`src/rtl/fp_inv_sqrt_nr_multi.sv`:
```
// Folded fixed-point 1/sqrt(a) or sqrt(a): even-shift normalisation, seed LUT,
// Newton-Raphson on one shared multiplier, denormalisation with saturation.
module fp_inv_sqrt_nr_multi #(
  parameter int WIDTH     = 32,
  parameter int FRAC      = 16,
  parameter int ITERS     = 3,
  parameter int TAG_WIDTH = 4
) (
  input  logic                 clk_in,
  input  logic                 rst_in,
  input  logic [WIDTH-1:0]     a_in,
  input  logic                 mode_in,
  input  logic [TAG_WIDTH-1:0] tag_in,
  input  logic                 valid_in,
  output logic                 ready_out,
  output logic [WIDTH-1:0]     res_out,
  output logic                 err_out,
  output logic [TAG_WIDTH-1:0] tag_out,
  output logic                 valid_out,
  input  logic                 ready_in
);

  localparam int PW = 2 * WIDTH;
  localparam int SW = $clog2(WIDTH) + 2;
  localparam int IW = (ITERS > 1) ? $clog2(ITERS) : 1;
  localparam logic signed [WIDTH-1:0] THREE_HALF = WIDTH'(3 << (FRAC - 1));
  localparam logic signed [PW-1:0]    RND        = PW'(1) <<< (FRAC - 1);
  localparam logic signed [PW-1:0]    SAT_MAX    = {{(WIDTH+1){1'b0}}, {(WIDTH-1){1'b1}}};

  typedef enum logic [3:0] {
    S_IDLE, S_NORM, S_SEED, S_MUL_YY, S_MUL_MYY, S_MUL_UPD, S_SQRT_MUL, S_DENORM, S_DONE
  } state_t;

  state_t                   r_state;
  state_t                   w_state_next;
  logic [WIDTH-1:0]         r_a;
  logic                     r_mode;
  logic [TAG_WIDTH-1:0]     r_tag;
  logic signed [WIDTH-1:0]  r_m;
  logic signed [SW-1:0]     r_hs;
  logic signed [WIDTH-1:0]  r_y;
  logic signed [WIDTH-1:0]  r_t;
  logic [IW-1:0]            r_iter;
  logic                     r_err;
  logic [WIDTH-1:0]         r_res;
  logic                     r_err_out;
  logic [TAG_WIDTH-1:0]     r_tag_out;
  logic                     r_valid_out;

  logic                     w_bad;
  logic                     w_zero;
  logic [SW-1:0]            w_lead;
  logic signed [SW-1:0]     w_shift;
  logic signed [WIDTH-1:0]  w_m;
  logic [15:0]              w_lut;
  logic signed [WIDTH-1:0]  w_seed;
  logic signed [WIDTH-1:0]  w_op_a;
  logic signed [WIDTH-1:0]  w_op_b;
  logic signed [PW-1:0]     w_prod;
  logic signed [WIDTH-1:0]  w_rnd;
  logic signed [SW-1:0]     w_sh;
  logic signed [PW-1:0]     w_wide;
  logic signed [PW-1:0]     w_shl;
  logic signed [WIDTH-1:0]  w_den;

  assign w_zero = (r_a == '0);
  assign w_bad  = r_a[WIDTH-1] || (w_zero && !r_mode);

  // Even shift that places the leading one at bit FRAC or FRAC+1, i.e. m in [1,4).
  always_comb begin
    w_lead = '0;
    for (int i = 0; i < WIDTH; i++) begin
      if (r_a[i]) w_lead = SW'(i);
    end
    w_shift = $signed(SW'(FRAC)) - $signed(w_lead);
    if (w_shift[0]) w_shift = w_shift + SW'(1);
    w_m = (w_shift >= 0) ? (r_a << w_shift) : (r_a >> (-w_shift));
  end

  // Seed table in Q0.16: round(2^16 / sqrt(m_lo + 0.125)) for m_lo = idx/4.
  always_comb begin
    case (r_m[FRAC+1:FRAC-2])
      4'd4:    w_lut = 16'd61787;
      4'd5:    w_lut = 16'd55889;
      4'd6:    w_lut = 16'd51411;
      4'd7:    w_lut = 16'd47861;
      4'd8:    w_lut = 16'd44957;
      4'd9:    w_lut = 16'd42525;
      4'd10:   w_lut = 16'd40450;
      4'd11:   w_lut = 16'd38651;
      4'd12:   w_lut = 16'd37073;
      4'd13:   w_lut = 16'd35673;
      4'd14:   w_lut = 16'd34421;
      4'd15:   w_lut = 16'd33292;
      default: w_lut = 16'd65535;
    endcase
  end

  generate
    if (FRAC >= 16) begin : g_seed_up
      assign w_seed = WIDTH'(w_lut) << (FRAC - 16);
    end else begin : g_seed_dn
      assign w_seed = WIDTH'(w_lut) >> (16 - FRAC);
    end
  endgenerate

  assign w_prod = PW'(w_op_a) * PW'(w_op_b);
  assign w_rnd  = WIDTH'((w_prod + RND) >>> FRAC);

  // Undo normalisation; sqrt shifts the opposite way to 1/sqrt.
  always_comb begin
    w_sh   = r_mode ? -r_hs : r_hs;
    w_wide = PW'(r_y);
    w_shl  = '0;
    w_den  = r_y;
    if (w_sh >= 0) begin
      w_shl = w_wide <<< w_sh;
      w_den = (w_shl > SAT_MAX) ? SAT_MAX[WIDTH-1:0] : w_shl[WIDTH-1:0];
    end else begin
      w_den = r_y >>> (-w_sh);
    end
  end

  always_ff @(posedge clk_in or negedge rst_in) begin
    if (!rst_in) r_state <= S_IDLE;
    else         r_state <= w_state_next;
  end

  always_comb begin
    w_state_next = r_state;
    case (r_state)
      S_IDLE:     if (valid_in) w_state_next = S_NORM;
      S_NORM:     w_state_next = (w_bad || w_zero) ? S_DONE : S_SEED;
      S_SEED:     w_state_next = S_MUL_YY;
      S_MUL_YY:   w_state_next = S_MUL_MYY;
      S_MUL_MYY:  w_state_next = S_MUL_UPD;
      S_MUL_UPD: begin
        if (r_iter == IW'(ITERS - 1)) w_state_next = r_mode ? S_SQRT_MUL : S_DENORM;
        else                          w_state_next = S_MUL_YY;
      end
      S_SQRT_MUL: w_state_next = S_DENORM;
      S_DENORM:   w_state_next = S_DONE;
      S_DONE:     if (r_valid_out && ready_in) w_state_next = S_IDLE;
      default:    w_state_next = S_IDLE;
    endcase
  end

  always_comb begin
    ready_out = (r_state == S_IDLE);
    w_op_a    = r_y;
    w_op_b    = r_y;
    case (r_state)
      S_MUL_MYY:  begin w_op_a = r_m; w_op_b = r_t; end
      S_MUL_UPD:  begin w_op_a = r_y; w_op_b = THREE_HALF - (r_t >>> 1); end
      S_SQRT_MUL: begin w_op_a = r_m; w_op_b = r_y; end
      default:    begin w_op_a = r_y; w_op_b = r_y; end
    endcase
  end

  always_ff @(posedge clk_in or negedge rst_in) begin
    if (!rst_in) begin
      r_a         <= '0;
      r_mode      <= 1'b0;
      r_tag       <= '0;
      r_m         <= '0;
      r_hs        <= '0;
      r_y         <= '0;
      r_t         <= '0;
      r_iter      <= '0;
      r_err       <= 1'b0;
      r_res       <= '0;
      r_err_out   <= 1'b0;
      r_tag_out   <= '0;
      r_valid_out <= 1'b0;
    end else begin
      case (r_state)
        S_IDLE: begin
          if (valid_in) begin
            r_a    <= a_in;
            r_mode <= mode_in;
            r_tag  <= tag_in;
            r_iter <= '0;
          end
        end
        S_NORM: begin
          r_m   <= w_m;
          r_hs  <= w_shift >>> 1;
          r_err <= w_bad;
          r_y   <= '0;
        end
        S_SEED:     r_y <= w_seed;
        S_MUL_YY:   r_t <= w_rnd;
        S_MUL_MYY:  r_t <= w_rnd;
        S_MUL_UPD: begin
          r_y    <= w_rnd;
          r_iter <= r_iter + IW'(1);
        end
        S_SQRT_MUL: r_y <= w_rnd;
        S_DENORM:   r_y <= w_den;
        S_DONE: begin
          // First DONE cycle loads the result; it is then held until taken.
          if (!r_valid_out) begin
            r_res       <= r_y;
            r_err_out   <= r_err;
            r_tag_out   <= r_tag;
            r_valid_out <= 1'b1;
          end else if (ready_in) begin
            r_valid_out <= 1'b0;
          end
        end
        default: ;
      endcase
    end
  end

  assign res_out   = r_res;
  assign err_out   = r_err_out;
  assign tag_out   = r_tag_out;
  assign valid_out = r_valid_out;

endmodule

```
`config.mk`:
```
export PLATFORM = sky130hd
export DESIGN_NAME = fp_inv_sqrt_nr_multi
export DESIGN_NICKNAME = d
export VERILOG_FILES = /design/src/rtl/fp_inv_sqrt_nr_multi.sv
export SDC_FILE = /design/constraint.sdc
export NUM_CORES = 2
export LEC_CHECK = 0
export CORE_MARGIN = 1
export CORE_UTILIZATION = 60
export CTS_CLUSTER_SIZE = 8
export DETAILED_ROUTE_END_ITERATION = 6
export PLACE_DENSITY = 0.87
export SLEW_MARGIN = 20
export SYNTH_ARGS = -nofsm -noshare
export SYNTH_HDL_FRONTEND = slang
export SYNTH_SLANG_ARGS = --single-unit
```
`constraint.sdc`:
```
create_clock -name clk_in -period 9.1 [get_ports clk_in]
set_clock_uncertainty 0.05 [all_clocks]
set_input_delay 0.91 -clock clk_in [delete_from_list [all_inputs] [get_ports clk_in]]
set_output_delay 0.91 -clock clk_in [all_outputs]
set_load 0.02 [all_outputs]
```
**Yosys cells after proc, flatten, opt, wreduce, memory -nomap -nowiden**

Memory sizes are Yosys's and may differ from the RTL's.
Cells that the tools add are included.

- Add/subtract/negate cells: 8
- Multipliers: 1
- Divide/modulo/power cells: 0
- Magnitude comparators: 3
- Eq/ne operators: 11
- Shifts and indexed selects: 4
- Mux-type cells: 49
- Bitwise gates (word level): 1
- Reduce and logical (&&, ||, !) cells: 16

Operators with widths:

| cell | count |
|---|---|
| $mux 7 | 31 |
| $mux 32 | 4 |
| $pmux 32 s4 | 1 |
| $gt 64x32->1 const B | 1 |
| $pmux 32 s2 | 1 |
| $sshl 32x7->64 | 1 |
| $add 48x17->48 const B | 1 |
| $mul 32x32->48 | 1 |
| $pmux 4 s9 | 1 |
| $logic_not 32->1 | 1 |
| $shl 32x7->32 | 1 |
| $shr 32x7->32 | 1 |
| $sshr 32x7->32 | 1 |
| $sub 18x31->32 const A | 1 |
| $eq 4x3->1 const B | 4 |
| $ge 7x1->1 const B | 2 |
| $neg 7->7 | 2 |
| $mux 4 | 3 |
| $eq 4x2->1 const B | 2 |
| $reduce_and 2->1 | 4 |
| $add 7x2->7 const B | 1 |
| $neg 6->7 | 1 |
| $sub 6x7->7 const A | 1 |
| $reduce_or 2->1 | 3 |
| 16 further kinds | 23 |

- Flip-flop bits (word level): 184
- Bits in latches: 0
- Memory bits (writable): 0
- ROM bits: 240
- Bits of input ports: 41
- Output and inout port bits: 39
- Word-level logic and storage cells: 108
- Memories kept: 1

Memories:

| name | depth | bits a word | read ports | clocked after memory_dff | write ports | RTL line | text |
|---|---|---|---|---|---|---|---|
| (no name shown) | 16 | 15 | 1 | 0 | 0 | 82 | `case (r_m[FRAC+1:FRAC-2])` |

**Longest topological paths before layout**

- Word-level depth: 37
- Depth in mapped cells: 40
- Depth with buffers taken out: 38

**Worst setup path before layout**

Ideal clock, no wire load.

- Path type: register to register
- From: register r_state[0]
- To: register r_y[10]
- Setup time: 0.142 ns
- Arrival time: 9.836 ns
- Data required time: 8.908 ns
- Path slack: -0.928 ns
- Cell stages (with the launch flop): 35
- Path buffers: 6
- Period minus slack after synthesis: 10.028 ns
- Cell sequence: dfrtp_1 > clkbuf_1 > nor3b_2 > clkbuf_1 > buf_1 > clkbuf_1 > buf_1 > mux2i_1 > clkbuf_1 > nor2_1 > fa_1 > inv_1 > fa_1 > fa_1 > inv_1 > fa_1 > fa_1 > fa_1 > inv_1 > fa_1 > inv_1 > fa_1 > ha_1 > nand2_1 > nor2_1 > a221o_1 > a31o_2 > o21ai_0 > o21ai_0 > a21boi_0 > o21ai_0 > o311a_1 > nor2_1 > xor2_1 > o221ai_1

- Word-level cells in the longest chain between the ends: 6
- Elaborated cells between the ends (all ways): 14
- Those cells by class: add/sub (1); mul (1); eq/ne (6); mux (3); reduce/logical (3)

Ends and longest elaborated chain:

| what | RTL line | text |
|---|---|---|
| start, declared | 34 | `state_t r_state;` |
| start signal, assigned | 126 | `else r_state <= w_state_next;` |
| $eq 4x3->1 (on tied branches) | 152, 176 |  |
| $reduce_or 2->1 (no line) | -- |  |
| $mux 32 | 152 | `case (r_state)` |
| $mul 32x32->48 | 107 | `assign w_prod = PW'(w_op_a) * PW'(w_op_b);` |
| $add 48x17->48 | 108 | `assign w_rnd = WIDTH'((w_prod + RND) >>> FRAC);` |
| $pmux 32 s4 | 176 | `case (r_state)` |
| end signal, assigned | 191 | `S_SEED: r_y <= w_seed;` |
| end signal, assigned | 195 | `r_y <= w_rnd;` |
| end signal, assigned | 198 | `S_SQRT_MUL: r_y <= w_rnd;` |
| end, declared | 41 | `logic signed [WIDTH-1:0] r_y;` |

Several ways; a longest one is shown, not always the timed one.
A chain may end at the register's enable or synchronous reset.

**Worst setup path in the final report**

- From: register r_t[3]
- To: register r_y[30]

- Word-level cells in the longest chain between the ends: 5

Ends and longest elaborated chain:

| what | RTL line | text |
|---|---|---|
| start, declared | 42 | `logic signed [WIDTH-1:0] r_t;` |
| start signal, assigned | 192 | `S_MUL_YY: r_t <= w_rnd;` |
| start signal, assigned | 193 | `S_MUL_MYY: r_t <= w_rnd;` |
| $sub 18x31->32 | 154 | `S_MUL_UPD: begin w_op_a = r_y; w_op_b = THREE_HALF - (r_t >>> 1); end` |
| $pmux 32 s2 * | 152 |  |
| $mul 32x32->48 * | 107 |  |
| $add 48x17->48 * | 108 |  |
| $pmux 32 s4 * | 176 |  |

Mark *: on every way between the ends. The rest lies on a longest branch, timed or not.

==> summary.txt <==
GRT
  – Total track usage: between 40% and 50%
  – Largest net degree at the start of global routing: 116
  – Gr ovfl total: 0
  – Initial antenna violation count: 2
  – Vias in the first global route: roughly 42,000
  – Global-route wire length before repair: about 240,000 um

Floorplanning
  – Core Area: about 73,000 sq um
  – DIE AREA: approximately 75,000 sq um
  – Row count: 99
  – Die H: 274 um
  – Starting Density: roughly three fifths
  – Ports: 80
  – Die Wd: ~270 um

Route
  – First drt pass iteration count: 7
  – Wire length per cell: between 20 and 25 um
  – Drt initial violations: between 5,000 and 6,000
  – Final wirelength: between 150,000 and 200,000 um
  – Antenna-violating nets left: 0
  – Vias: approximately 41,000
  – Vias per cell: ~6.3
  – # DRC: 0

Timing
  – Relative slew slack: approximately 23%
  – Fin crit share: 105%
  – Final hold viol count: 0
  – Final worst setup slack: -0.423 ns
  – Final worst path period need: 9.52 ns
  – Final Max Tran Viols: 0
  – WHS: 0.444 ns
  – Max Fclk: approximately 0.11 GHz
  – RSZ-0062 raised after global routing: yes
  – Finish-stage setup viols: 25
  – Worst-Margin Slew: approximately 1.1 ns

Logic synthesis
  – FFs w/ async S/R, synth: 100%
  – Synth Net Count: 6,282
  – Yosys warnings: 0
  – Post-Synthesis Cells: 5,227
  – Post-Syn Area: about 44,000 sq um
  – Flops & latches, synth: ~180
  – Sequential area share after synthesis: between 10% and 20%
  – EDFF count, synth: 0
  – Avg Cell Area, Syn: between 8 and 9 sq um
  – Unique masters post-synth: roughly 90
  – Synth Flop Type: dfrtp_1

Layout
  – Layout cells sized above 1: between 10% and 20%
  – Layout net count: 6,578
  – Synth-to-Final Area Change: 16.3%
  – Fillers: between 5,000 and 6,000
  – Reg area: roughly 4600 sq um
  – Multi-input gate area: around 36,000 sq um

Clock tree
  – Clk buf depth: 2
  – Number of CTS-inserted buffers: 17
  – CTS root buffer: clkbuf_16
  – Clock Sinks: 184
  – Hold_buf cts: 0
  – Clock transition at path regs: approximately 0.080 ns
  – CTS tree: yes
  – H-tree depth: 4
  – Clk_lat worst skew: about 0.47 ns

Worst setup path
  – Crit start category: flop
  – Peak fanout along the critical path: 7
  – Critical Path Sink Type: flop
  – Slowest cell on crit path: fa_1
  – Critical Path AT: 9.78 ns
  – Critical Path RT: 9.36 ns
  – Most frequent CP cell: fa_1
  – Critical setup path kind: reg -> reg
  – Crit path max-delay family: adder cells
  – Crit path largest cell delay: roughly 0.57 ns
  – Buf+Inv Stages, Crit Path: 8
  – Worst r2r src: r_t[3]
  – Crit path launch: r_t[3]

Placed design
  – Port buffer count: 79
  – Placer Congestion: 1.06
  – HPWL Detailed: 126,000 um

Min path
  – Hold path startpoint: r_err
  – Worst hold path class: reg -> reg

Outcome
  – Run status: finished, violations left
  – Failing checks: negative setup slack

Run
  – Maxcap violations: 0
[Yosys cell counts, types with 23 or more instances]
| cell type | count | area [sq um] |
|---|---|---|
| nand2b_1 | 43 | 269 |
| o21ai_0 | 153 | 766 |
| or2_2 | 25 | 156 |
| fa_1 | 839 | 16800 |
| clkbuf_1 | 302 | 1130 |
| nor3_1 | 52 | 260 |
| nor2_1 | 410 | 1540 |
| dfrtp_1 | 184 | 4600 |
| a21oi_1 | 169 | 846 |
| and3_1 | 32 | 200 |
| and2_1 | 64 | 400 |
| mux2_2 | 119 | 1340 |
| xnor2_1 | 61 | 534 |
| inv_1 | 924 | 3470 |
| xor2_1 | 24 | 210 |
| ha_1 | 175 | 2190 |
| a221oi_1 | 28 | 245 |
| o211ai_1 | 43 | 323 |
| mux2i_1 | 147 | 1470 |
| nand2_1 | 916 | 3440 |
| nor2b_1 | 23 | 144 |
| nand3_1 | 40 | 200 |
| a31oi_1 | 43 | 269 |
| mux4_2 | 25 | 563 |
[layer usage]
metal	global-route usage, %	wire length [um]	up-vias
li1	-	-	17000
met2	65.1	69700	3100
met3	11.8	21100	831
met4	26.5	12300	2
met1	53.7	54700	20200
met5	0	13	-
[cells in the final DEF, fill, tap and decap left out, drive strengths merged, types with 11 or more instances in the layout]
cell / instances
mux2i: 149
o211ai: 43
nor4: 23
o311ai: 11
nand3: 40
or3: 14
ha: 175
clkbuf: 20
o31ai: 18
nand4: 12
a311oi: 11
nand2: 916
dfrtp: 184
a31o: 11
or2: 28
and2: 65
o311a: 11
fa: 839
o221ai: 21
clkdlybuf4s50: 78
and3: 32
nor2: 410
buf: 539
a22oi: 18
a211oi: 20
a31oi: 45
mux2: 119
nand2b: 43
nor3: 52
a221oi: 28
nor2b: 23
mux4: 25
inv: 936
o21a: 20
o21ai: 173
xnor2: 62
xor2: 26
a21oi: 170
[repair_timing]
action / CTS / global route
setup buffers: 38 / 26
setup endpoints to repair: 46 / 54
cloned: 3 / 1
gates resized for setup: 119 / 137
pin swaps: 83 / 80
[registers in the layout, indices dropped and copies added, names as in the netlist]
| register | cells |
|---|---|
| r_m | 32 |
| r_tag | 4 |
| r_t | 32 |
| r_state | 4 |
| err_out | 1 |
| r_hs | 6 |
| r_y | 32 |
| tag_out | 4 |
| r_iter | 2 |
| r_mode | 1 |
| r_a | 32 |
| r_err | 1 |
| valid_out | 1 |
| res_out | 32 |
[through the flow]
step	setup slack, ns	cell area (sq um)	instances	TNS, ns	utilization (%)
global placement	-0.259	49400	6403	-3.97	67.6
finish	-0.423	51600	6496	-4.49	70.6
detailed placement	-0.508	49400	6403	-12.54	67.6
global route	-0.633	51600	6495	-13.91	70.6
CTS	-0.196	50800	6475	-1.87	69.5
floorplan	-0.0424	44400	5227	-0.0424	-
[path summary, 6_finish.rpt]
check | to | slack (ns) | depth (start not counted)
worst max-delay path | r_y[30] | -0.42 | 35
worst min-delay path | r_err | 0.44 | 2
worst max register to register | r_y[30] | -0.42 | 35
worst min register to register | r_err | 0.44 | 2
max in group asynchronous | r_state[0] | 6.87 | 2
min in group asynchronous | r_a[28] | 0.54 | 1
[cell families after synthesis]
kind of cell    after synthesis  share of synthesized area (%)
simple gates               1680                           16.1
compound gates              694                           10.3
fa+ha+maj                  1015                           42.8
mux                         293                           7.67
flops                       184                           10.4
xor+xnor                     90                           1.89
buf+inv                    1271                           10.9
[worst register-to-register path: cells and delay by family (launching register included)]
kind	cells	cell delay (ns)
buffers and inverters	8	1.03
AND/OR/NAND/NOR	6	1.46
AO/OA/AOI/OAI	11	1.86
flip-flops	1	0.40
XOR/XNOR	1	0.29
adder cells (fa/ha/maj)	9	4.29
[area by class of cell]
class                   instances  share of cell area [%]
clock inverters                14                   0.340
well taps                     959                    2.33
clock buffers                  18                   0.832
multi-input cells            3772                    70.0
inverters                     928                    6.75
repair buffers                620                    10.8
diodes                          1                 0.00485
flip-flops and latches        184                    8.93
Power is not shown: default switching activity piles up to over one toggle a cycle in this logic, so the estimate is an artifact.
